[src/rtl/uart_boot_loader.sv]
// rtl/uart_boot_loader.sv - UART byte-stream image loader writing instruction memory (optional checksum: LOADER_CHECKSUM_EN)
module uart_boot_loader #(
    parameter int          ADDR_W    = 14,
    parameter int          BASE_ADDR = 0,
    parameter logic [23:0] TMO_MAX   = 24'd10_000_000
) (
    input  logic              CLK,
    input  logic              RST_N,
    input  logic [7:0]        rx_data,
    input  logic              rx_vald,
    output logic              mem_we,
    output logic [ADDR_W-1:0] mem_addr,
    output logic [31:0]       mem_wdata,
    output logic              cpu_rst_n,
    output logic              load_busy,
    output logic              load_done,
    output logic              load_err
);

    localparam logic [7:0]        MAGIC  = 8'hA5;
    localparam logic [ADDR_W-1:0] BASE_W = ADDR_W'(BASE_ADDR);

    typedef enum logic [2:0] {
        S_IDLE,
        S_LEN_LO,
        S_LEN_HI,
        S_DATA
`ifdef LOADER_CHECKSUM_EN
        , S_CSUM
`endif
    } state_t;

    state_t            state;
    state_t            state_nxt;
    logic [15:0]       count;
    logic [ADDR_W-1:0] word_idx;
    logic [1:0]        lane;
    logic [23:0]       word_buf;
    logic [23:0]       tmo_cnt;

    logic              start;
    logic              fin_ok;
    logic              fin_err;
    logic              tmo_hit;

`ifdef LOADER_CHECKSUM_EN
    logic [7:0]        csum;
`endif

    // State register
    always_ff @(posedge CLK or negedge RST_N) begin
        if (!RST_N) begin
            state <= S_IDLE;
        end else begin
            state <= state_nxt;
        end
    end

    // Next-state decode and frame-level events; a byte in the expiry cycle wins over timeout
    always_comb begin
        state_nxt = state;
        start     = 1'b0;
        fin_ok    = 1'b0;
        fin_err   = 1'b0;
        tmo_hit   = (state != S_IDLE) && !rx_vald && (tmo_cnt >= (TMO_MAX - 24'd1));
        case (state)
            S_IDLE: begin
                if (rx_vald && (rx_data == MAGIC)) begin
                    state_nxt = S_LEN_LO;
                    start     = 1'b1;
                end
            end
            S_LEN_LO: begin
                if (rx_vald) begin
                    state_nxt = S_LEN_HI;
                end
            end
            S_LEN_HI: begin
                if (rx_vald) begin
                    if ({rx_data, count[7:0]} != 16'd0) begin
                        state_nxt = S_DATA;
                    end else begin
`ifdef LOADER_CHECKSUM_EN
                        state_nxt = S_CSUM;
`else
                        state_nxt = S_IDLE;
                        fin_ok    = 1'b1;
`endif
                    end
                end
            end
            S_DATA: begin
                if (rx_vald && (lane == 2'd3) && (count == 16'd1)) begin
`ifdef LOADER_CHECKSUM_EN
                    state_nxt = S_CSUM;
`else
                    state_nxt = S_IDLE;
                    fin_ok    = 1'b1;
`endif
                end
            end
`ifdef LOADER_CHECKSUM_EN
            S_CSUM: begin
                if (rx_vald) begin
                    state_nxt = S_IDLE;
                    if (rx_data == csum) begin
                        fin_ok  = 1'b1;
                    end else begin
                        fin_err = 1'b1;
                    end
                end
            end
`endif
            default: begin
                state_nxt = S_IDLE;
            end
        endcase
        if (tmo_hit) begin
            state_nxt = S_IDLE;
            fin_err   = 1'b1;
        end
    end

    // Inter-byte timeout counter, only runs while a frame is open
    always_ff @(posedge CLK or negedge RST_N) begin
        if (!RST_N) begin
            tmo_cnt <= 24'd0;
        end else if ((state == S_IDLE) || rx_vald) begin
            tmo_cnt <= 24'd0;
        end else begin
            tmo_cnt <= tmo_cnt + 24'd1;
        end
    end

    // Word count capture and decrement as each word completes
    always_ff @(posedge CLK or negedge RST_N) begin
        if (!RST_N) begin
            count <= 16'd0;
        end else if (rx_vald) begin
            if (state == S_LEN_LO) begin
                count[7:0] <= rx_data;
            end else if (state == S_LEN_HI) begin
                count[15:8] <= rx_data;
            end else if ((state == S_DATA) && (lane == 2'd3)) begin
                count <= count - 16'd1;
            end
        end
    end

    // Byte-lane assembly of little-endian words and the registered write port
    always_ff @(posedge CLK or negedge RST_N) begin
        if (!RST_N) begin
            mem_we    <= 1'b0;
            mem_addr  <= '0;
            mem_wdata <= 32'd0;
            word_idx  <= '0;
            lane      <= 2'd0;
            word_buf  <= 24'd0;
        end else begin
            mem_we <= 1'b0;
            if (start) begin
                word_idx <= '0;
                lane     <= 2'd0;
            end else if ((state == S_DATA) && rx_vald) begin
                case (lane)
                    2'd0: word_buf[7:0]   <= rx_data;
                    2'd1: word_buf[15:8]  <= rx_data;
                    2'd2: word_buf[23:16] <= rx_data;
                    default: begin
                        mem_we    <= 1'b1;
                        mem_addr  <= BASE_W + word_idx;
                        mem_wdata <= {rx_data, word_buf};
                        word_idx  <= word_idx + ADDR_W'(1);
                    end
                endcase
                lane <= lane + 2'd1;
            end
        end
    end

`ifdef LOADER_CHECKSUM_EN
    // Running XOR over length and data bytes
    always_ff @(posedge CLK or negedge RST_N) begin
        if (!RST_N) begin
            csum <= 8'd0;
        end else if (start) begin
            csum <= 8'd0;
        end else if (rx_vald && ((state == S_LEN_LO) || (state == S_LEN_HI) || (state == S_DATA))) begin
            csum <= csum ^ rx_data;
        end
    end
`endif

    // Sticky status flags and CPU reset hold
    always_ff @(posedge CLK or negedge RST_N) begin
        if (!RST_N) begin
            cpu_rst_n <= 1'b0;
            load_busy <= 1'b0;
            load_done <= 1'b0;
            load_err  <= 1'b0;
        end else if (start) begin
            cpu_rst_n <= 1'b0;
            load_busy <= 1'b1;
            load_done <= 1'b0;
            load_err  <= 1'b0;
        end else if (fin_ok) begin
            cpu_rst_n <= 1'b1;
            load_busy <= 1'b0;
            load_done <= 1'b1;
        end else if (fin_err) begin
            load_busy <= 1'b0;
            load_err  <= 1'b1;
        end
    end

endmodule
[config.mk]
export PLATFORM = sky130hd
export DESIGN_NAME = uart_boot_loader
export DESIGN_NICKNAME = d
export VERILOG_FILES = /design/src/rtl/uart_boot_loader.sv
export SDC_FILE = /design/constraint.sdc
export NUM_CORES = 1
export LEC_CHECK = 0
export ABC_AREA = 1
export BUFFER_PORTS_ARGS = -buffer_cell sky130_fd_sc_hd__buf_2
export CORE_MARGIN = 3
export CORE_UTILIZATION = 59
export DETAILED_ROUTE_END_ITERATION = 16
export PLACE_DENSITY_LB_ADDON = 0.1
export RECOVER_POWER = 25
export SETUP_SLACK_MARGIN = 0.4
export SLEW_MARGIN = 20
export SYNTH_ARGS = -nofsm -noshare
export SYNTH_HDL_FRONTEND = slang
export SYNTH_SLANG_ARGS = --single-unit
[constraint.sdc]
create_clock -name CLK -period 2.02 [get_ports CLK]
set_input_delay 0.101 -clock CLK [delete_from_list [all_inputs] [get_ports CLK]]
set_output_delay 0.101 -clock CLK [all_outputs]
set_load 0.01 [all_outputs]
==> results of run 1 <==
-- kinds of logic (layout without fill, tap and decap cells) --
logic type,Yosys count,after routing,synth area share [%]
compound gates,137,137,11.7
simple gates,368,368,25.1
xor+xnor,15,15,2.09
fa+ha+maj,10,10,1.99
buf+inv,105,210,6.75
flops,132,132,52.4
-- metal layers --
layer	routed length (um)	global-route usage [%]	share of wire (%)	up-vias
met2	7530	44.6	49	186
met1	6760	35.3	44	2608
met4	316	9.80	2.0	0
met5	0	0	0	-
li1	-	-	-	2664
met3	851	6.52	5.5	34
-- power groups by stage --
stage	registers [mW]	clock network, mW	logic (mW)
2_1_floorplan	4.12	0	1.71
3_3_place_gp	4.03	0	2.63
3_5_place_dp	4.08	0	2.73
4_1_cts	4.06	3.12	2.80
5_1_grt	4.19	3.27	3.42
6_report	4.09	3.09	3.02
-- metrics by stage --
step                utilization, %  power (mW)  hold slack, ns  instances  worst slack (ns)
CTS                           72.5        9.97          0.0222        996             0.326
finish                        74.8        10.2          0.0319       1008             0.371
global route                  74.8        10.9          0.0260       1008             0.223
floorplan                        -        5.83          -0.195        767             0.501
global placement              65.6        6.66           0.111        956             0.383
detailed placement            65.6        6.81           0.118        956             0.324
-- worst max-delay path by stage --
stage / from / to / slack, ns / cells after the start
CTS: count[0] / count[10] / 0.33 / 8
floorplan: count[0] / count[10] / 0.50 / 8
finish: count[2] / count[15] / 0.37 / 8
detailed placement: tmo_cnt[0] / tmo_cnt[20] / 0.32 / 10
global placement: tmo_cnt[0] / tmo_cnt[20] / 0.38 / 10
global route: count[2] / count[15] / 0.22 / 8
-- final cells by class --
class                      count  area (um2)  area share (%)
sequential                   132        3310            42.6
multi-input combinational    530        2730            35.2
timing repair buffer          94         621            8.00
clock buffer                  23         477            6.15
inverter                      84         325            4.19
tap                          136         170            2.19
clock inverter                 9         125            1.61
-- what timing repair did --
item                                    in CTS  in global routing
pin swaps                                    2                 11
buffers inserted                             2                 12
hold buffers                                 6                  0
endpoints found under the setup margin      48                 59
gates resized for setup                     13                 38
cloned                                       0                  0
endpoints found under the hold margin      119                  0
-- registers in the layout, summed over array words and instances (netlist names) --
signal and cells:
load_done 1, count 16, word_buf 24, word_idx 14
state 2, lane 2, tmo_cnt 24, mem_addr 14
load_err 1, mem_wdata 32, mem_we 1, load_busy 1
-- critical path: stages, from the launching register on --
cell and delay, ns:
sky130_fd_sc_hd__dfrtp_1 0.43, sky130_fd_sc_hd__nor2_1 0.18, sky130_fd_sc_hd__nand2_1 0.10, sky130_fd_sc_hd__nor2_2 0.15
sky130_fd_sc_hd__nand2_2 0.12, sky130_fd_sc_hd__nor2_4 0.15, sky130_fd_sc_hd__a21oi_1 0.08, sky130_fd_sc_hd__o21ai_0 0.19
sky130_fd_sc_hd__o21ai_0 0.13
-- layout by cell type, fill, tap and decap left out, drive strengths merged --
| cell | count |
|---|---|
| nand2 | 224 |
| dfrtp | 132 |
| o21ai | 88 |
| buf | 87 |
| inv | 82 |
| nor2 | 64 |
| a21oi | 34 |
| nand3 | 33 |
| nor3 | 25 |
| clkbuf | 24 |
| nand4 | 13 |
| xor2 | 12 |
| ha | 10 |
| dlygate4sd3 | 6 |
| clkinvlp | 4 |
| clkinv | 4 |
| a211oi | 4 |
| o22ai | 3 |
| xnor2 | 3 |
| nand3b | 3 |
| bufinv | 3 |
| nor3b | 3 |
| a22oi | 2 |
| o211ai | 2 |
| nor4 | 2 |
| a41oi | 1 |
| o21a | 1 |
| a31oi | 1 |
| or2 | 1 |
| o31ai | 1 |
==> flow_summary.html, run 1 <==
<table>
<tr><th>Metric</th><th>Value</th></tr>
<tr><th colspan="2">Status</th></tr>
<tr><td>Status</td><td>finished clean</td></tr>
<tr><th colspan="2">Die</th></tr>
<tr><td>Height of the die</td><td>109 um</td></tr>
<tr><td>Starting density of the core</td><td>60.8%</td></tr>
<tr><td>Floorplan die width</td><td>109 um</td></tr>
<tr><td>Die outline area</td><td>12000 um2</td></tr>
<tr><td>IO Count</td><td>62</td></tr>
<tr><td>Core Area</td><td>10400 um2</td></tr>
<tr><td>Row cnt</td><td>37</td></tr>
<tr><th colspan="2">Job</th></tr>
<tr><td>Maxcap violations</td><td>0</td></tr>
<tr><th colspan="2">Placed design</th></tr>
<tr><td>IO buf count</td><td>61</td></tr>
<tr><td>Area of placed instances</td><td>6800 um2</td></tr>
<tr><td>Half-perimeter wire length after placement</td><td>10400 um</td></tr>
<tr><td>Last weighted congestion value of the routability-driven placer</td><td>0.911</td></tr>
<tr><th colspan="2">Finish</th></tr>
<tr><td>Final design instance area without fill</td><td>7750 um2</td></tr>
<tr><td>Ratio of cells with drive above 1 in the final layout</td><td>20.1%</td></tr>
<tr><td>Growth of design area from synthesis to finish</td><td>23.1%</td></tr>
<tr><td>Antenna diode count</td><td>0</td></tr>
<tr><td>Number of fillers in the final layout</td><td>797</td></tr>
<tr><td>Final net count</td><td>880</td></tr>
<tr><th colspan="2">Clocking</th></tr>
<tr><td>Clock transition at the registers of the reported paths</td><td>0.06 ns</td></tr>
<tr><td>Worst-skew pair later-pin latency</td><td>0.53 ns</td></tr>
<tr><td>Number of buffers inserted during clock tree synthesis</td><td>17</td></tr>
<tr><td>Clock Root Buffer</td><td>sky130_fd_sc_hd__clkbuf_8</td></tr>
<tr><td>Depth of the CTS H-tree</td><td>4</td></tr>
<tr><td>Clock tree from TritonCTS</td><td>done</td></tr>
<tr><td>Max clock buf depth</td><td>2</td></tr>
<tr><td>Total clock sinks</td><td>132</td></tr>
<tr><th colspan="2">Yosys</th></tr>
<tr><td>Main flop type after synthesis</td><td>sky130_fd_sc_hd__dfrtp_1</td></tr>
<tr><td>Nets in the synthesized netlist</td><td>788</td></tr>
<tr><td>Post-synthesis cell type with the largest combined area</td><td>sky130_fd_sc_hd__dfrtp_1</td></tr>
<tr><td>Sequential cell area fraction in the yosys report</td><td>52.4%</td></tr>
<tr><td>Proportion of register bits with asynchronous set or reset after synthesis</td><td>100%</td></tr>
<tr><td>Flops &amp; latches, synth</td><td>132</td></tr>
<tr><td>Leading post-synthesis cells by cell area</td><td>sky130_fd_sc_hd__dfrtp_1 (52%), sky130_fd_sc_hd__nand2_1 (13%), sky130_fd_sc_hd__o21ai_0 (6.7%)</td></tr>
<tr><td>Yosys cell types</td><td>39</td></tr>
<tr><td>Warning count from the yosys run</td><td>0</td></tr>
<tr><td>Synth Cell Area</td><td>6300 um2</td></tr>
<tr><td>Synthesized area per cell</td><td>8.22 um2</td></tr>
<tr><td>Cell with the most instances after synthesis</td><td>sky130_fd_sc_hd__nand2_1</td></tr>
<tr><td>Area share of the largest cell type after synthesis</td><td>52.4%</td></tr>
<tr><td>Post-synthesis cell count</td><td>767</td></tr>
<tr><td>Count of flip-flops with a built-in enable after synthesis</td><td>0</td></tr>
<tr><td>Post-synth top cells</td><td>sky130_fd_sc_hd__nand2_1 (220), sky130_fd_sc_hd__dfrtp_1 (132), sky130_fd_sc_hd__o21ai_0 (84), sky130_fd_sc_hd__inv_1 (77), sky130_fd_sc_hd__nor2_1 (58)</td></tr>
<tr><th colspan="2">STA</th></tr>
<tr><td>Post-layout min period</td><td>1.65 ns</td></tr>
<tr><td>Final count of negative-setup-slack endpoints</td><td>0</td></tr>
<tr><td>Peak clock frequency supported by timing</td><td>606 MHz</td></tr>
<tr><td>Unrepaired setup endpoints after global routing</td><td>true</td></tr>
<tr><td>Final clock period utilization by the worst path</td><td>81.7%</td></tr>
<tr><td>Relative max-transition margin</td><td>30.4%</td></tr>
<tr><td>Pins over their slew limit</td><td>0</td></tr>
<tr><td>Total Neg Setup Slack</td><td>0 ns</td></tr>
<tr><td>Clock skew after layout</td><td>0.00636 ns</td></tr>
<tr><td>Least-Margin Pin Slew</td><td>1.04 ns</td></tr>
<tr><td>Number of hold violations in the final report</td><td>0</td></tr>
<tr><th colspan="2">GRT</th></tr>
<tr><td>Overall global routing resource usage</td><td>27.2%</td></tr>
<tr><td>Leftover overflow at the end of global routing</td><td>0</td></tr>
<tr><td>Largest net degree at the start of global routing</td><td>49</td></tr>
<tr><td>Number of antenna violations at the first check in global routing</td><td>0</td></tr>
<tr><td>Global-route wire length before repair</td><td>25100 um</td></tr>
<tr><td>Number of global-route vias before repair</td><td>5311</td></tr>
<tr><th colspan="2">Hold path</th></tr>
<tr><td>Min-Delay Path Class</td><td>in -&gt; reg</td></tr>
<tr><td>Hold path endpoint</td><td>mem_wdata[29]</td></tr>
<tr><td>Worst Hold Depth</td><td>3</td></tr>
<tr><td>Hold Path Origin</td><td>rx_data[5]</td></tr>
<tr><th colspan="2">Route</th></tr>
<tr><td>Detailed Route Iter0 Violations</td><td>446</td></tr>
<tr><td>Antenna violation net count after detailed routing</td><td>0</td></tr>
<tr><td>Routed wirelength normalized by instance count</td><td>15.3 um</td></tr>
<tr><td>First-pass DRT Iterations</td><td>7</td></tr>
<tr><td>Remaining design rule violation count</td><td>0</td></tr>
<tr><td>Total length of routed wires</td><td>15500 um</td></tr>
<tr><td>Via total after detailed routing</td><td>5492</td></tr>
<tr><td>Average via count per standard cell</td><td>5.45</td></tr>
<tr><th colspan="2">Power and ir drop</th></tr>
<tr><td>Fraction of power consumed by combinational cells</td><td>29.6%</td></tr>
<tr><td>Proportion of total power due to net switching</td><td>34.9%</td></tr>
<tr><td>Leakage power</td><td>3.89 nW</td></tr>
<tr><td>PwrDens</td><td>1320 nW/um2</td></tr>
<tr><td>Internal</td><td>6.64 mW</td></tr>
<tr><td>Worst supply voltage drop on vdd</td><td>0.000891 V</td></tr>
<tr><td>Share of total power in sequential cells</td><td>40.1%</td></tr>
<tr><td>Switching component of the power</td><td>3.56 mW</td></tr>
<tr><td>Clock network power share</td><td>30.3%</td></tr>
<tr><th colspan="2">Worst setup path</th></tr>
<tr><td>Worst reg-to-reg path cell count</td><td>8</td></tr>
<tr><td>Required time of the critical path</td><td>2.42 ns</td></tr>
<tr><td>Setup crit end kind</td><td>flip-flop</td></tr>
<tr><td>Worst Setup Path Type</td><td>reg -&gt; reg</td></tr>
<tr><td>Capture instance of the worst register-to-register path</td><td>count[15]</td></tr>
<tr><td>Crit-path max FO</td><td>5</td></tr>
<tr><td>Worst-case register-to-register setup slack</td><td>0.37 ns</td></tr>
<tr><td>Worst r2r src</td><td>count[2]</td></tr>
<tr><td>Data arrival at the endpoint of the critical path</td><td>2.05 ns</td></tr>
<tr><td>Nature of the critical path startpoint</td><td>flip-flop</td></tr>
</table>
Note: power is estimated with default switching activity, not from simulation.
==> inputs of run 2 (changes only) <==
- clock period: 2.02 -> 1.7 ns (I/O delays scaled with it)
==> run 2 against run 1 <==
Compared with the run above:
- the flow now stops in global routing
- area after synthesis is the same
- synthesized cell count did not move
==> flow_summary.html, run 2 <==
<table>
<tr><th>Metric</th><th>Value</th></tr>
<tr><th colspan="2">GRT</th></tr>
<tr><td>Overall global routing resource usage</td><td>90.6%</td></tr>
<tr><td>Leftover overflow at the end of global routing</td><td>598</td></tr>
<tr><td>Largest net degree at the start of global routing</td><td>40</td></tr>
<tr><th colspan="2">Clocking</th></tr>
<tr><td>Depth of the CTS H-tree</td><td>4</td></tr>
<tr><td>Total clock sinks</td><td>132</td></tr>
<tr><td>Clock Root Buffer</td><td>sky130_fd_sc_hd__clkbuf_8</td></tr>
<tr><td>Max clock buf depth</td><td>2</td></tr>
<tr><td>Number of buffers inserted during clock tree synthesis</td><td>17</td></tr>
<tr><th colspan="2">Yosys</th></tr>
<tr><td>Proportion of register bits with asynchronous set or reset after synthesis</td><td>100%</td></tr>
<tr><td>Flops &amp; latches, synth</td><td>132</td></tr>
<tr><td>Synthesized area per cell</td><td>8.22 um2</td></tr>
<tr><td>Sequential cell area fraction in the yosys report</td><td>52.4%</td></tr>
<tr><td>Cell with the most instances after synthesis</td><td>sky130_fd_sc_hd__nand2_1</td></tr>
<tr><td>Main flop type after synthesis</td><td>sky130_fd_sc_hd__dfrtp_1</td></tr>
<tr><td>Area share of the largest cell type after synthesis</td><td>52.4%</td></tr>
<tr><td>Post-synth top cells</td><td>sky130_fd_sc_hd__nand2_1 (220), sky130_fd_sc_hd__dfrtp_1 (132), sky130_fd_sc_hd__o21ai_0 (84), sky130_fd_sc_hd__inv_1 (77), sky130_fd_sc_hd__nor2_1 (58)</td></tr>
<tr><td>Yosys cell types</td><td>39</td></tr>
<tr><td>Post-synthesis cell type with the largest combined area</td><td>sky130_fd_sc_hd__dfrtp_1</td></tr>
<tr><td>Post-synthesis cell count</td><td>767</td></tr>
<tr><td>Warning count from the yosys run</td><td>0</td></tr>
<tr><td>Nets in the synthesized netlist</td><td>788</td></tr>
<tr><td>Leading post-synthesis cells by cell area</td><td>sky130_fd_sc_hd__dfrtp_1 (52%), sky130_fd_sc_hd__nand2_1 (13%), sky130_fd_sc_hd__o21ai_0 (6.7%)</td></tr>
<tr><td>Count of flip-flops with a built-in enable after synthesis</td><td>0</td></tr>
<tr><td>Synth Cell Area</td><td>6300 um2</td></tr>
<tr><th colspan="2">Die</th></tr>
<tr><td>IO Count</td><td>62</td></tr>
<tr><td>Row cnt</td><td>37</td></tr>
<tr><td>Height of the die</td><td>109 um</td></tr>
<tr><td>Starting density of the core</td><td>60.8%</td></tr>
<tr><td>Floorplan die width</td><td>109 um</td></tr>
<tr><th colspan="2">Status</th></tr>
<tr><td>Status</td><td>stopped before the end</td></tr>
<tr><td>Stage at which the run stopped</td><td>global routing</td></tr>
<tr><td>Err</td><td>[ERROR GRT-0232] Routing congestion too high. Check the congestion heatmap in the GUI.</td></tr>
<tr><th colspan="2">Placed design</th></tr>
<tr><td>Worst setup slack before clock tree synthesis</td><td>0.0544 ns</td></tr>
<tr><td>Last weighted congestion value of the routability-driven placer</td><td>0.940</td></tr>
<tr><td>IO buf count</td><td>61</td></tr>
<tr><td>Half-perimeter wire length after placement</td><td>10600 um</td></tr>
<tr><th colspan="2">STA</th></tr>
<tr><td>Classification of the worst endpoint</td><td>register input</td></tr>
<tr><td>GR repair worst EP</td><td>tmo_cnt[20]$_DFF_PN0_/D</td></tr>
</table>
-- run 2: cell counts after synthesis --
No cell type changed its count.
-- run 2: stage by stage --
stage / area, um2 / instances
2_1_floorplan: 6390 / 767
3_5_place_dp: 6970 / 964
3_3_place_gp: 6970 / 964
4_1_cts: 8870 / 1068
-- run 2: repair_timing --
item | CTS
hold endpoints to repair | 149
gates resized for setup | 158
buffers inserted | 54
pin swaps | 38
hold buffers | 8
cloned | 10
setup endpoints to repair | 124
-- run 2: cells by family after synthesis --
family	share of synthesized area, %
fa+ha+maj	1.99
compound gates	11.7
xor+xnor	2.09
flops	52.4
buf+inv	6.75
simple gates	25.1
-- run 2: layer usage --
| layer | global-route usage [%] | overflow |
|---|---|---|
| met5 | 28.1 | 0 |
| met4 | 108 | 210 |
| met3 | 68.6 | 9 |
| met1 | 83.8 | 3 |
| met2 | 112 | 376 |
==> inputs of run 3 (changes only) <==
- CORE_UTILIZATION: 59 -> 40
- PLACE_DENSITY_LB_ADDON: 0.1 -> 0.15
- SETUP_SLACK_MARGIN: 0.4 -> not set
==> run 3 against run 2 <==
Compared with the run above:
- the flow now finishes without violations
==> flow_summary.html, run 3 (synthesized netlist as in run 1, its figures left out) <==
<table>
<tr><th>Metric</th><th>Value</th></tr>
<tr><th colspan="2">Status</th></tr>
<tr><td>Status</td><td>finished clean</td></tr>
<tr><th colspan="2">Placed design</th></tr>
<tr><td>Last weighted congestion value of the routability-driven placer</td><td>0.885</td></tr>
<tr><td>Worst setup slack before clock tree synthesis</td><td>0.0577 ns</td></tr>
<tr><td>IO buf count</td><td>61</td></tr>
<tr><td>Half-perimeter wire length after placement</td><td>10800 um</td></tr>
<tr><td>Area of placed instances</td><td>7030 um2</td></tr>
<tr><th colspan="2">Worst setup path</th></tr>
<tr><td>Worst reg-to-reg path cell count</td><td>10</td></tr>
<tr><td>Max stage delay on crit path</td><td>0.37 ns</td></tr>
<tr><td>Worst r2r src</td><td>tmo_cnt[0]</td></tr>
<tr><td>Nature of the critical path startpoint</td><td>flip-flop</td></tr>
<tr><td>Capture instance of the worst register-to-register path</td><td>tmo_cnt[20]</td></tr>
<tr><td>Required time of the critical path</td><td>2.00 ns</td></tr>
<tr><td>Most Frequent Cell on Critical Path</td><td>sky130_fd_sc_hd__nor2_4</td></tr>
<tr><td>Crit-path max FO</td><td>5</td></tr>
<tr><td>Worst-case register-to-register setup slack</td><td>0.06 ns</td></tr>
<tr><td>Setup crit end kind</td><td>flip-flop</td></tr>
<tr><td>CP cell instances</td><td>ha_2 &gt; nand2_2 &gt; nor2_4 &gt; nand2_4 &gt; nor2_4 &gt; nand2_4 &gt; nor2_4 &gt; nand2_2 &gt; o21ai_1 &gt; nor2_1</td></tr>
<tr><td>Worst-path cell with the longest stage delay</td><td>sky130_fd_sc_hd__dfrtp_1</td></tr>
<tr><td>Worst Setup Path Type</td><td>reg -&gt; reg</td></tr>
<tr><td>Data arrival at the endpoint of the critical path</td><td>1.94 ns</td></tr>
<tr><th colspan="2">Route</th></tr>
<tr><td>Routed length on met2</td><td>6690 um</td></tr>
<tr><td>Routed wirelength normalized by instance count</td><td>14.0 um</td></tr>
<tr><td>Average via count per standard cell</td><td>4.98</td></tr>
<tr><td>Via total after detailed routing</td><td>5378</td></tr>
<tr><td>Total length of routed wires</td><td>15100 um</td></tr>
<tr><td>Detail Route met3 WL</td><td>784 um</td></tr>
<tr><td>Detailed Route Iter0 Violations</td><td>443</td></tr>
<tr><td>First-pass DRT Iterations</td><td>4</td></tr>
<tr><td>Routed length on met1</td><td>7320 um</td></tr>
<tr><td>Remaining design rule violation count</td><td>0</td></tr>
<tr><td>Top metal layer carrying routed signals</td><td>met4</td></tr>
<tr><td>Antenna violation net count after detailed routing</td><td>0</td></tr>
<tr><th colspan="2">Clocking</th></tr>
<tr><td>Number of buffers inserted during clock tree synthesis</td><td>17</td></tr>
<tr><td>Clock Root Buffer</td><td>sky130_fd_sc_hd__clkbuf_16</td></tr>
<tr><td>Max clock buf depth</td><td>2</td></tr>
<tr><td>Clock tree from TritonCTS</td><td>done</td></tr>
<tr><td>Depth of the CTS H-tree</td><td>4</td></tr>
<tr><td>Total clock sinks</td><td>132</td></tr>
<tr><td>Clock transition at the registers of the reported paths</td><td>0.06 ns</td></tr>
<tr><td>Worst-skew pair later-pin latency</td><td>0.42 ns</td></tr>
<tr><th colspan="2">Die</th></tr>
<tr><td>Die outline area</td><td>17300 um2</td></tr>
<tr><td>Height of the die</td><td>132 um</td></tr>
<tr><td>Starting density of the core</td><td>41.1%</td></tr>
<tr><td>IO Count</td><td>62</td></tr>
<tr><td>Core Area</td><td>15300 um2</td></tr>
<tr><td>Row cnt</td><td>45</td></tr>
<tr><td>Floorplan die width</td><td>132 um</td></tr>
<tr><th colspan="2">GRT</th></tr>
<tr><td>Overall global routing resource usage</td><td>18.1%</td></tr>
<tr><td>Leftover overflow at the end of global routing</td><td>0</td></tr>
<tr><td>Number of global-route vias before repair</td><td>5193</td></tr>
<tr><td>Largest net degree at the start of global routing</td><td>68</td></tr>
<tr><td>Number of antenna violations at the first check in global routing</td><td>0</td></tr>
<tr><td>Global-route wire length before repair</td><td>25600 um</td></tr>
<tr><th colspan="2">Hold path</th></tr>
<tr><td>Hold Path Origin</td><td>rx_data[3]</td></tr>
<tr><td>Hold path endpoint</td><td>count[3]</td></tr>
<tr><td>Min-Delay Path Class</td><td>in -&gt; reg</td></tr>
<tr><td>Worst Hold Depth</td><td>3</td></tr>
<tr><th colspan="2">STA</th></tr>
<tr><td>Unrepaired setup endpoints after global routing</td><td>true</td></tr>
<tr><td>Final clock period utilization by the worst path</td><td>96.4%</td></tr>
<tr><td>Final count of negative-setup-slack endpoints</td><td>0</td></tr>
<tr><td>Clock skew after layout</td><td>0.00523 ns</td></tr>
<tr><td>Number of hold violations in the final report</td><td>0</td></tr>
<tr><td>Peak clock frequency supported by timing</td><td>610 MHz</td></tr>
<tr><td>Least-Margin Pin Slew</td><td>0.865 ns</td></tr>
<tr><td>Post-layout min period</td><td>1.64 ns</td></tr>
<tr><td>Pins over their slew limit</td><td>0</td></tr>
<tr><td>Smallest setup slack after layout</td><td>0.0606 ns</td></tr>
<tr><td>Relative max-transition margin</td><td>42.4%</td></tr>
<tr><th colspan="2">Finish</th></tr>
<tr><td>Biggest registers after layout</td><td>mem_wdata: 32 flops, tmo_cnt: 24 flops, word_buf: 24 flops</td></tr>
<tr><td>Most common library cell in the layout ignoring fill and taps</td><td>sky130_fd_sc_hd__nand2_1</td></tr>
<tr><td>Growth of design area from synthesis to finish</td><td>22.0%</td></tr>
<tr><td>Number of fillers in the final layout</td><td>1456</td></tr>
<tr><td>Largest register by flop count</td><td>mem_wdata</td></tr>
<tr><td>Top library cells by usage in the layout, fill and taps aside</td><td>sky130_fd_sc_hd__nand2_1 (215), sky130_fd_sc_hd__dfrtp_1 (132), sky130_fd_sc_hd__o21ai_0 (82), sky130_fd_sc_hd__inv_1 (74), sky130_fd_sc_hd__buf_2 (60)</td></tr>
<tr><td>Number of flip-flops in the largest register</td><td>32</td></tr>
<tr><td>Ratio of cells with drive above 1 in the final layout</td><td>19.1%</td></tr>
<tr><td>Final net count</td><td>878</td></tr>
<tr><td>Antenna diode count</td><td>0</td></tr>
<tr><td>Final design instance area without fill</td><td>7690 um2</td></tr>
<tr><th colspan="2">Job</th></tr>
<tr><td>Maxcap violations</td><td>0</td></tr>
<tr><th colspan="2">Power and ir drop</th></tr>
<tr><td>PwrDens</td><td>1520 nW/um2</td></tr>
<tr><td>Leakage power</td><td>3.87 nW</td></tr>
<tr><td>Total Power</td><td>11.7 mW</td></tr>
<tr><td>Worst supply voltage drop on vdd</td><td>0.000816 V</td></tr>
</table>
==> run 3: final cells by class <==
cell class / count / area (um2) / share of cell area [%]
clock buffers: 17 / 425 / 5.53
clock inverters: 14 / 139 / 1.81
inverters: 84 / 317 / 4.12
multi-input cells: 530 / 2660 / 34.6
flip-flops and latches: 132 / 3300 / 43.0
well taps: 211 / 264 / 3.43
repair buffers: 92 / 583 / 7.58
==> run 3: what timing repair did <==
item | 4_1_cts | 5_1_grt
buffers inserted | 0 | 1
resized for setup | 0 | 31
hold endpoints to repair | 45 | 0
hold buffers | 3 | 0
endpoints found under the setup margin | 0 | 21
==> run 3: metrics by stage <==
stage	std cells	hold slack (ns)	util, %	TNS (ns)
6_report	1080	0.0247	50.2	0
4_1_cts	1079	0.0193	49.8	0
5_1_grt	1080	0.0516	50.2	-0.0657
3_3_place_gp	1045	0.0691	45.9	0
3_5_place_dp	1045	0.0763	45.9	0
2_1_floorplan	767	-0.211	-	0
==> run 3: metal layers <==
metal | up-vias | track usage, %
li1 | 2672 | -
met5 | - | 0
met3 | 26 | 4.33
met4 | 0 | 6.71
met2 | 137 | 27.7
met1 | 2543 | 25.1
==> run 3: where the power goes <==
group	switching (mW)	internal (mW)	total (mW)
Sequential	0.660	4.14	4.80
Combinational	2.10	1.32	3.43
Clock	1.36	2.13	3.49
Total	4.12	7.59	11.7
==> run 3: worst max path at each step <==
| stage | startpoint | endpoint | cells past startpoint |
|---|---|---|---|
| floorplan | count[0] | count[10] | 8 |
| global placement | count[2] | load_busy | 8 |
| detailed placement | count[2] | load_busy | 8 |
| CTS | count[2] | count[15] | 8 |
| global route | tmo_cnt[0] | tmo_cnt[20] | 10 |
| finish | tmo_cnt[0] | tmo_cnt[20] | 10 |
==> run 3: worst max-delay path, delay by kind of cell (launching register included) <==
kind,cells,cell delay [ns]
AOI/OAI and AO/OA,1,0.11
DFF,1,0.37
and+or+nand+nor,8,0.84
adders and majority gates,1,0.19
